[src/rtl/fpu_issue_ctrl_pkg.sv]
// fpu_issue_ctrl_pkg: shared FPU operation types, op classes and issue helper functions
package fpu_issue_ctrl_pkg;
    typedef logic [4:0] RegAddr_t;
    typedef logic       Bit_t;
    typedef enum logic [4:0] {
        FPU_OP_ADD, FPU_OP_SUB, FPU_OP_MUL, FPU_OP_DIV, FPU_OP_SQRT,
        FPU_OP_ROUND, FPU_OP_TRUNC, FPU_OP_CEIL, FPU_OP_FLOOR, FPU_OP_CVTS, FPU_OP_CVTW,
        FPU_OP_LW, FPU_OP_SW, FPU_OP_MFC, FPU_OP_CFC, FPU_OP_MTC, FPU_OP_CTC, FPU_OP_COND,
        FPU_OP_INVALID
    } FPUOper_t;
    typedef enum logic [1:0] {OPC_SINGLE, OPC_PIPE, OPC_ITER, OPC_INVALID} FPUOpClass_t;
    typedef enum logic [1:0] {WB_SINGLE = 2'd0, WB_PIPE = 2'd1, WB_ITER = 2'd2} FPUWbSel_t;
    typedef struct packed {
        logic      valid;
        RegAddr_t  waddr;
        FPUWbSel_t sel;
    } WbSlot_t;
    function automatic FPUOpClass_t fpu_op_class(FPUOper_t op);
        return op inside {FPU_OP_LW, FPU_OP_SW, FPU_OP_MFC, FPU_OP_CFC, FPU_OP_MTC, FPU_OP_CTC, FPU_OP_COND} ? OPC_SINGLE :
               op inside {FPU_OP_ADD, FPU_OP_SUB, FPU_OP_MUL, FPU_OP_ROUND, FPU_OP_TRUNC, FPU_OP_CEIL,
                          FPU_OP_FLOOR, FPU_OP_CVTS, FPU_OP_CVTW} ? OPC_PIPE :
               op inside {FPU_OP_DIV, FPU_OP_SQRT} ? OPC_ITER : OPC_INVALID;
    endfunction
    // FP source 1 (fs): arithmetic, conversions, SW store data, MFC move source, compares.
    // LW/MTC/CFC/CTC take their operand from the integer side.
    function automatic logic fpu_reads1(FPUOper_t op);
        return op inside {FPU_OP_ADD, FPU_OP_SUB, FPU_OP_MUL, FPU_OP_DIV, FPU_OP_SQRT, FPU_OP_ROUND,
                          FPU_OP_TRUNC, FPU_OP_CEIL, FPU_OP_FLOOR, FPU_OP_CVTS, FPU_OP_CVTW,
                          FPU_OP_SW, FPU_OP_MFC, FPU_OP_COND};
    endfunction
    // FP source 2 (ft): only true two-operand ops.
    function automatic logic fpu_reads2(FPUOper_t op);
        return op inside {FPU_OP_ADD, FPU_OP_SUB, FPU_OP_MUL, FPU_OP_DIV, FPU_OP_COND};
    endfunction
endpackage

[src/rtl/fpu_issue_ctrl_wb_slots.sv]
// fpu_wb_slots: writeback reservation shift register, entry k writes back k cycles from now
//   rsv_valid/rsv_pos/rsv_entry : claim entry rsv_pos (post-shift index) this edge
//   flush                       : empty every entry
//   slot1_busy                  : entry 1 taken (next cycle's writeback already claimed)
//   head                        : entry 0, drives the register-file write port
module fpu_wb_slots
    import fpu_issue_ctrl_pkg::*;
#(
    parameter int PIPE_LAT = 3
) (
    input  logic                        clk,
    input  logic                        rst,
    input  logic                        flush,
    input  logic                        rsv_valid,
    input  logic [$clog2(PIPE_LAT)-1:0] rsv_pos,
    input  WbSlot_t                     rsv_entry,
    output logic                        slot1_busy,
    output WbSlot_t                     head
);
    WbSlot_t [PIPE_LAT-1:0] q, d;
    always_comb begin
        d = q >> $bits(WbSlot_t);
        if (rsv_valid) d[rsv_pos] = rsv_entry;
    end
    always_ff @(posedge clk) begin
        if (rst || flush) q <= '0;
        else q <= d;
    end
    assign slot1_busy = q[1].valid;
    assign head = q[0];
endmodule

[src/rtl/fpu_issue_ctrl.sv]
// fpu_issue_ctrl: FPU issue scoreboard, DIV/SQRT sequencing and writeback-port arbitration
//   issue_*   : decoded op in, issue_ready = accepted when issue_valid
//   flush     : kill every unwritten result, block issue this cycle
//   iter_*    : start pulse / latched op / done-ack handshake with the DIV/SQRT unit
//   wb_*      : single register-file write port (sel 0 single, 1 pipe, 2 iter)
//   illegal   : pulse the cycle after an invalid op is accepted
//   busy      : any register pending or iterative unit not idle
module fpu_issue_ctrl
    import fpu_issue_ctrl_pkg::*;
#(
    parameter int PIPE_LAT = 3
) (
    input  logic       clk,
    input  logic       rst,
    input  logic       issue_valid,
    input  FPUOper_t   issue_op,
    input  RegAddr_t   issue_raddr1,
    input  RegAddr_t   issue_raddr2,
    input  Bit_t       issue_we,
    input  RegAddr_t   issue_waddr,
    output logic       issue_ready,
    input  logic       flush,
    output logic       iter_start,
    output FPUOper_t   iter_op,
    input  logic       iter_done,
    output logic       iter_ack,
    output logic       wb_valid,
    output RegAddr_t   wb_waddr,
    output logic [1:0] wb_sel,
    output logic       illegal,
    output logic       busy
);
    localparam int PW = $clog2(PIPE_LAT);
    typedef enum logic [1:0] {IT_IDLE, IT_RUN, IT_HOLD, IT_DRAIN} iter_state_t;
    iter_state_t state_q, state_d;
    logic [31:0] pending;
    logic        iter_we;
    RegAddr_t    iter_waddr;
    FPUOpClass_t cls;
    logic        eff_we, hazard, slot_ok, accept, iter_wr, slot1_busy, rsv_valid;
    logic [PW-1:0] rsv_pos;
    WbSlot_t     rsv_entry, head;
    always_comb begin
        cls = fpu_op_class(issue_op);
        eff_we = issue_we && cls != OPC_INVALID;
        hazard = (fpu_reads1(issue_op) && pending[issue_raddr1]) ||
                 (fpu_reads2(issue_op) && pending[issue_raddr2]) ||
                 (eff_we && pending[issue_waddr]);
        // Slot PIPE_LAT can only be claimed by the op being accepted now, so PIPE never waits on it.
        slot_ok = !eff_we || cls != OPC_SINGLE || !slot1_busy;
        issue_ready = !rst && !flush && !hazard && slot_ok && (cls != OPC_ITER || state_q == IT_IDLE);
        accept = issue_valid && issue_ready;
        iter_start = accept && cls == OPC_ITER;
        rsv_valid = accept && eff_we && (cls == OPC_SINGLE || cls == OPC_PIPE);
        rsv_pos = cls == OPC_SINGLE ? '0 : PW'(PIPE_LAT - 1);
        rsv_entry = '{valid: 1'b1, waddr: issue_waddr, sel: cls == OPC_SINGLE ? WB_SINGLE : WB_PIPE};
    end
    fpu_wb_slots #(.PIPE_LAT(PIPE_LAT)) u_slots (
        .clk        (clk),
        .rst        (rst),
        .flush      (flush),
        .rsv_valid  (rsv_valid),
        .rsv_pos    (rsv_pos),
        .rsv_entry  (rsv_entry),
        .slot1_busy (slot1_busy),
        .head       (head)
    );
    // HOLD yields to a reserved pipeline slot; an iterative op without a destination just acks.
    always_comb begin
        state_d = state_q;
        iter_ack = 1'b0;
        iter_wr = 1'b0;
        case (state_q)
            IT_IDLE:  if (iter_start) state_d = IT_RUN;
            IT_RUN:   state_d = flush ? IT_DRAIN : iter_done ? IT_HOLD : IT_RUN;
            IT_HOLD: begin
                iter_ack = flush || !iter_we || !head.valid;
                iter_wr = iter_ack && !flush && iter_we;
                if (iter_ack) state_d = IT_IDLE;
            end
            IT_DRAIN: begin
                iter_ack = iter_done;
                if (iter_done) state_d = IT_IDLE;
            end
            default:  state_d = IT_IDLE;
        endcase
    end
    assign wb_valid = !flush && (head.valid || iter_wr);
    assign wb_waddr = head.valid ? head.waddr : iter_wr ? iter_waddr : '0;
    assign wb_sel = head.valid ? head.sel : iter_wr ? WB_ITER : WB_SINGLE;
    assign busy = |pending || state_q != IT_IDLE;
    always_ff @(posedge clk) begin
        if (rst) begin
            state_q <= IT_IDLE;
            pending <= '0;
            iter_op <= FPU_OP_INVALID;
            iter_we <= 1'b0;
            iter_waddr <= '0;
            illegal <= 1'b0;
        end else begin
            state_q <= state_d;
            illegal <= accept && cls == OPC_INVALID;
            if (iter_start) begin
                iter_op <= issue_op;
                iter_we <= issue_we;
                iter_waddr <= issue_waddr;
            end
            // No bypass: a bit leaves the mask only after its write cycle; flush drops all, DRAIN included.
            if (flush) pending <= '0;
            else pending <= (pending & ~(wb_valid ? 32'd1 << wb_waddr : 32'd0)) |
                            (accept && eff_we ? 32'd1 << issue_waddr : 32'd0);
        end
    end
endmodule

[config.mk]
export PLATFORM = sky130hd
export DESIGN_NAME = fpu_issue_ctrl
export DESIGN_NICKNAME = d
export VERILOG_FILES = /design/src/rtl/fpu_issue_ctrl_pkg.sv /design/src/rtl/fpu_issue_ctrl_wb_slots.sv /design/src/rtl/fpu_issue_ctrl.sv
export SDC_FILE = /design/constraint.sdc
export NUM_CORES = 1
export LEC_CHECK = 0
export BUFFER_PORTS_ARGS = -buffer_cell sky130_fd_sc_hd__buf_2
export CAP_MARGIN = 10
export CORE_ASPECT_RATIO = 1.25
export CORE_MARGIN = 2
export CORE_UTILIZATION = 55
export CTS_CLUSTER_SIZE = 25
export DETAILED_ROUTE_END_ITERATION = 8
export MAX_ROUTING_LAYER = met4
export PLACE_DENSITY = 0.74
export SYNTH_ARGS = -nofsm -noshare
export SYNTH_HDL_FRONTEND = slang
export SYNTH_SLANG_ARGS = --single-unit
[constraint.sdc]
create_clock -name clk -period 3.1 [get_ports clk]
set_input_delay 0.31 -clock clk [delete_from_list [all_inputs] [get_ports clk]]
set_output_delay 0.31 -clock clk [all_outputs]
set_load 0.005 [all_outputs]
Word-level counts from Yosys, hierarchy flattened:

Index checks and enable logic that the tools add are counted.

* flip-flop bits (word level): 70
* input port bits: 26
* output and inout bits: 18
* word-level logic and storage cells: 132

* order comparisons: 5
* equal/unequal tests: 28
* shift operators: 2
* multiplexer cells: 29
* bitwise logic cells: 4
* reductions and logical operators: 49

Operators by type and width (number)
* two-way mux 32 bit: 2
* left shift 1 x 5 -> 32 bit (first input constant): 2
* equality test 5 x 4 -> 1 bit (second input constant): 8
* bitwise AND 32 bit: 1
* inverter 32 bit: 1
* OR 32 bit: 1
* OR reduction 32 bit: 1
* bitwise mux 24 bit: 1
* equality test 5 x 3 -> 1 bit (second input constant): 4
* two-way mux 2 bit: 10
* less-than comparator 5 x 6 -> 1 bit (second input constant): 3
* logical AND 1 bit: 17
* demux 8 bit (select 2 bit): 1
* two-way mux 16 bit: 1
* binary-select mux 1 bit (select 5 bit): 3
* nonzero test 14 bit: 1
* logical OR 1 bit: 11
* equality test 5 x 2 -> 1 bit (second input constant): 2
* equality test 5 bit (second input constant): 2
* two-way mux 5 bit: 2
* != test 2 bit (second input constant): 5
* nonzero test 9 bit: 1
* equality test 2 bit (second input constant): 4
* two-way mux 8 bit: 1
* other kinds (16): 32

Logic depth before layout (Yosys ltp):

* depth after elaboration: 18
* mapped depth: 10
* gate-level depth less buffers: 8

Cells and area by module:

A second synthesis with hierarchy kept.

* cell total of the unflattened synthesis: 461
* area total of the unflattened synthesis: 4464.3 um^2

Modules (own cells, without submodules)
* fpu_issue_ctrl: instances 1, cells an instance 362, area an instance 3378.2 um^2, seq. area each 920.9 um^2
* fpu_wb_slots: instances 1, cells an instance 99, area an instance 1086.0 um^2, seq. area each 480.5 um^2

Worst setup path before layout:

No wires, ideal clock.

* path kind: input to register
* start: input port issue_raddr1[1]
* end: register pending[15]
* setup time: 0.070 ns
* arrival time: 2.513 ns
* data required time: 3.030 ns
* path slack: 0.517 ns
* stages on the path: 9
* buffers on the path: 2
* cell sequence: buf_4 mux4_2 mux4_2 o211ai_2 o2111a_1 nand3_1 buf_2 or4_1 a21oi_1

* cells in the longest elaborated chain, start to end: 13

Ends and longest elaborated chain
* from (decl): RTL line fpu_issue_ctrl.sv:17 `input RegAddr_t issue_raddr1,`
* binary-select mux 1 bit (select 5 bit): RTL line fpu_issue_ctrl.sv:46 `hazard = (fpu_reads1(issue_op) && pending[issue_raddr1]) ||`
* two-way mux 1 bit (implied by the code): RTL line fpu_issue_ctrl.sv:46
* logical AND 1 bit: RTL line fpu_issue_ctrl.sv:46
* logical OR 1 bit: RTL line fpu_issue_ctrl.sv:46
* logical OR 1 bit: RTL line fpu_issue_ctrl.sv:47 `(fpu_reads2(issue_op) && pending[issue_raddr2]) ||`
* logical NOT 1 bit: RTL line fpu_issue_ctrl.sv:51 `issue_ready = !rst && !flush && !hazard && slot_ok && (cls != OPC_ITER || state_q == IT_IDLE);`
* logical AND 1 bit (3 in a row): RTL line fpu_issue_ctrl.sv:51
* logical AND 1 bit: RTL line fpu_issue_ctrl.sv:52 `accept = issue_valid && issue_ready;`
* logical AND 1 bit: RTL line fpu_issue_ctrl.sv:111 `(accept && eff_we ? 32'd1 << issue_waddr : 32'd0);`
* two-way mux 32 bit: RTL line fpu_issue_ctrl.sv:111
* OR 32 bit: RTL line fpu_issue_ctrl.sv:110 `else pending <= (pending & ~(wb_valid ? 32'd1 << wb_waddr : 32'd0)) |`
* to (signal assigned): RTL line fpu_issue_ctrl.sv:110
* to (decl): RTL line fpu_issue_ctrl.sv:36 `logic [31:0] pending;`

Every way passes these cells. The select of a mux whose other input is x is not followed.
A chain may end at the register's enable or synchronous reset.

Worst setup path after layout:

* start: register pending[13]
* end: output port iter_start

* cells in the longest elaborated chain, start to end: 11
* elaborated cells between the ends (all ways): 17
* those cells by class: 6 x mux; 11 x reduce/logical

Ends and longest elaborated chain
* binary-select mux 1 bit (select 5 bit), on equally long branches: RTL line fpu_issue_ctrl.sv:46, fpu_issue_ctrl.sv:47
* two-way mux 1 bit, on equally long branches: RTL line fpu_issue_ctrl.sv:46, fpu_issue_ctrl.sv:47
* logical AND 1 bit, on equally long branches: RTL line fpu_issue_ctrl.sv:46, fpu_issue_ctrl.sv:47
* logical OR 1 bit: RTL line fpu_issue_ctrl.sv:46
* logical OR 1 bit (*): RTL line fpu_issue_ctrl.sv:47
* logical NOT 1 bit (*): RTL line fpu_issue_ctrl.sv:51
* logical AND 1 bit (*) (3 in a row): RTL line fpu_issue_ctrl.sv:51
* logical AND 1 bit (*): RTL line fpu_issue_ctrl.sv:52
* logical AND 1 bit (*): RTL line fpu_issue_ctrl.sv:53 `iter_start = accept && cls == OPC_ITER;`
* to (decl): RTL line fpu_issue_ctrl.sv:23 `output logic iter_start,`

Mark *: on every way between the ends. The rest lies on a longest branch, timed or not. The select of a mux whose other input is x is not followed.

==> flow_metrics.tcl <==
set metrics [dict create \
    status "finished clean" \
    cts_root_buf "clkbuf_8" \
    synthTopCellsByArea "dfxtp_1 34%, mux2i_1 9.9%, mux4_2 6.3%, nand2b_1 4.1%, nand2_1 4.0%" \
    wl_met1_um 4340 \
    yosys_warnings 0 \
    leakage_nw 1.73 \
    cts.repair.resized 0 \
    async_flop_share 0 \
    synthesis.nets 495 \
    wl_met3_um 902 \
    synth_flop_cell "dfxtp_1" \
    fmax_ghz 0.336 \
    slew_headroom 0.551 \
    hpwl_um 8690 \
    gp_congestion 0.974 \
    drive_gt1_frac 0.198 \
    period_needed_ns 2.97 \
    met2_wirelength_um 5720 \
    critPathKind "flip-flop to primary output" \
    start_util 0.566 \
    finalHoldViolCount 0 \
    dr.max_layer_used "met4" \
    die-height_um 98.8 \
    vdd_drop_max_v 0.000283 \
    rsz0062_at_grt "false" \
    synth.most_common_cell "dfxtp_1" \
    wl_per_cell_um 19.1 \
    place_worst_setup_slack_ns 0.235 \
    clk_path_buf_depth 2 \
    yosysTopAreaCellShare 0.339 \
    ios 44 \
    grt_pass1_wl_um 18700 \
    fin_crit_sh 0.960 \
    syn_to_final_growth_pct 13.1 \
    ys_seq_area_frac 0.339 \
    postCtsHoldBufs 0 \
    cp.arrival_ns 2.66 \
    synth-seq-cells 67 \
    fin_area_mm2 0.00447 \
    yosysTopAreaCell "dfxtp_1" \
    viasPerCell 6.51 \
    numPortBuffers 43 \
    startpoint_type "flip-flop" \
    cts.clk_slew.worst_paths_ns 0.08 \
    track_usage 0.318 \
    drv_cap 0 \
    synth-edff-count 0 \
    clk_latency_ns 0.35 \
    num_vias 3915 \
    netlist_instances 469 \
    drt_iter0_markers 274 \
    cp_data_required_time_ns 2.79 \
    setup_viol 0 \
    antennaDiodeCount 0 \
    drc 0 \
    postSynthAreaPerCell_um2 8.42 \
    yosys-top-cells-count "67 x dfxtp_1, 42 x nand2_1, 39 x mux2i_1" \
    core_area_mm2 0.00698 \
    hold_slack_ns 0.236 \
    die-area_mm2 0.00788 \
    worstMarginPinSlew_ns 0.670 \
    core.rowCount 34 \
    antenna_found_initial 0 \
    dr.pass1.iters 5 \
    nets 532 \
    grt.overflow.total 0 \
    postLayoutSetupSlackWorst_ns 0.126 \
    die_x_um 79.8 \
    powerDensity_mw_per_mm2 405 \
    wirelength_um 11500 \
    finClkSkew_ns 0.0128 \
    post-cts-setup-buffers 0 \
    cts_tree "yes" \
    ant_nets 0 \
    slew_viol_final 0 \
    grt_max_degree 28 \
    htree_levels 3 \
    place_inst 585 \
    critPathCaptureType "primary output" \
    cts_inserted_buffers 9 \
    cts.sinks 67 \
    synth_area_mm2 0.00395 \
    placedInstanceArea_mm2 0.00426 \
    setup-tns-final_ns 0 \
    yosys.cell_types.count 46 \
    instances_no_fill 601 \
    crit_fanout 5 \
    hold_path_class "input pin to flip-flop" \
    grt_pass1_vias 3766 \
]
-- placed cells by master (no fill, tap or decap), types with 3 or more instances in the layout --
cell / netlist / layout
clkbuf_8: 0 / 9
a22oi_1: 3 / 3
nand3_1: 15 / 15
and2_1: 13 / 13
nand2_1: 42 / 42
o211ai_1: 10 / 10
a21oi_1: 29 / 29
o31ai_1: 8 / 8
o21a_1: 5 / 5
nor2b_1: 7 / 7
a211oi_1: 4 / 4
or2_2: 6 / 6
o21ai_0: 31 / 31
or4_1: 8 / 8
mux2i_1: 39 / 39
nand2b_1: 26 / 26
nor3_1: 8 / 7
nor4_1: 11 / 11
nand4_1: 23 / 23
nor2_1: 21 / 21
and3_1: 4 / 4
inv_6: 0 / 3
nand3b_1: 3 / 3
mux2_2: 5 / 5
buf_2: 12 / 43
mux4_2: 11 / 11
o21ai_1: 3 / 3
buf_4: 1 / 16
inv_1: 12 / 12
dfxtp_1: 67 / 67
-- kinds of logic after synthesis --
family	synth area share
flip-flops	0.339
AO/OA/AOI/OAI	0.173
multiplexers	0.176
AND/OR/NAND/NOR	0.265
buffers and inverters	0.0475
-- final cells by class --
type | instances | area (um^2)
fillers | 633 | 2510
flip-flops and latches | 67 | 1340
clock inverters | 7 | 82.6
well taps | 90 | 113
repair buffers | 59 | 335
multi-input cells | 357 | 2430
clock buffers | 9 | 124
inverters | 12 | 45.0
-- flip-flops by register name (all words and copies together), names as in the netlist --
register            flops
u_slots.q              13
illegal                 1
iter_op                 5
u_slots.head            7
iter_waddr              5
u_slots.slot1_busy      1
state_q                 2
pending                32
iter_we                 1
-- where the power goes --
part	switching [W]	internal, W	total [W]
clock network	0.000380	0.000385	0.000765
logic	0.000116	0.0000670	0.000183
registers	0.00000105	0.000861	0.000862
total	0.000497	0.00131	0.00181
-- worst max-delay path, stage by stage (launching register included) --
cell and delay, ns:
dfxtp_1 0.38, mux4_2 0.48, mux4_2 0.49, o211ai_2 0.09, o2111ai_1 0.15, or4_1 0.54
nor2_1 0.09, buf_2 0.11
-- metal layers --
layer | up-vias | global-route usage
met5 | - | -
met4 | 0 | 0.153
met3 | 51 | 0.0623
met2 | 187 | 0.534
met1 | 1864 | 0.359
li1 | 1813 | -
-- path summary, 6_finish.rpt --
kind	start	end	slack (ns)	cells past startpoint
setup / recovery	pending[13]$_SDFF_PP0_	iter_start	0.13	7
hold / removal	issue_we	iter_we$_SDFFE_PP0P_	0.24	3
setup reg to reg	pending[13]$_SDFF_PP0_	pending[24]$_SDFF_PP0_	0.35	7
hold reg to reg	u_slots.q[8]$_SDFF_PP0_	u_slots.head[0]$_SDFF_PP0_	0.42	2
-- through the flow --
stage	utilization	power, W
2_1_floorplan	-	0.00100
3_3_place_gp	0.611	0.00106
3_5_place_dp	0.611	0.00106
4_1_cts	0.640	0.00182
5_1_grt	0.640	0.00188
6_report	0.640	0.00181
No activity file was read; power rests on OpenSTA's default activity.
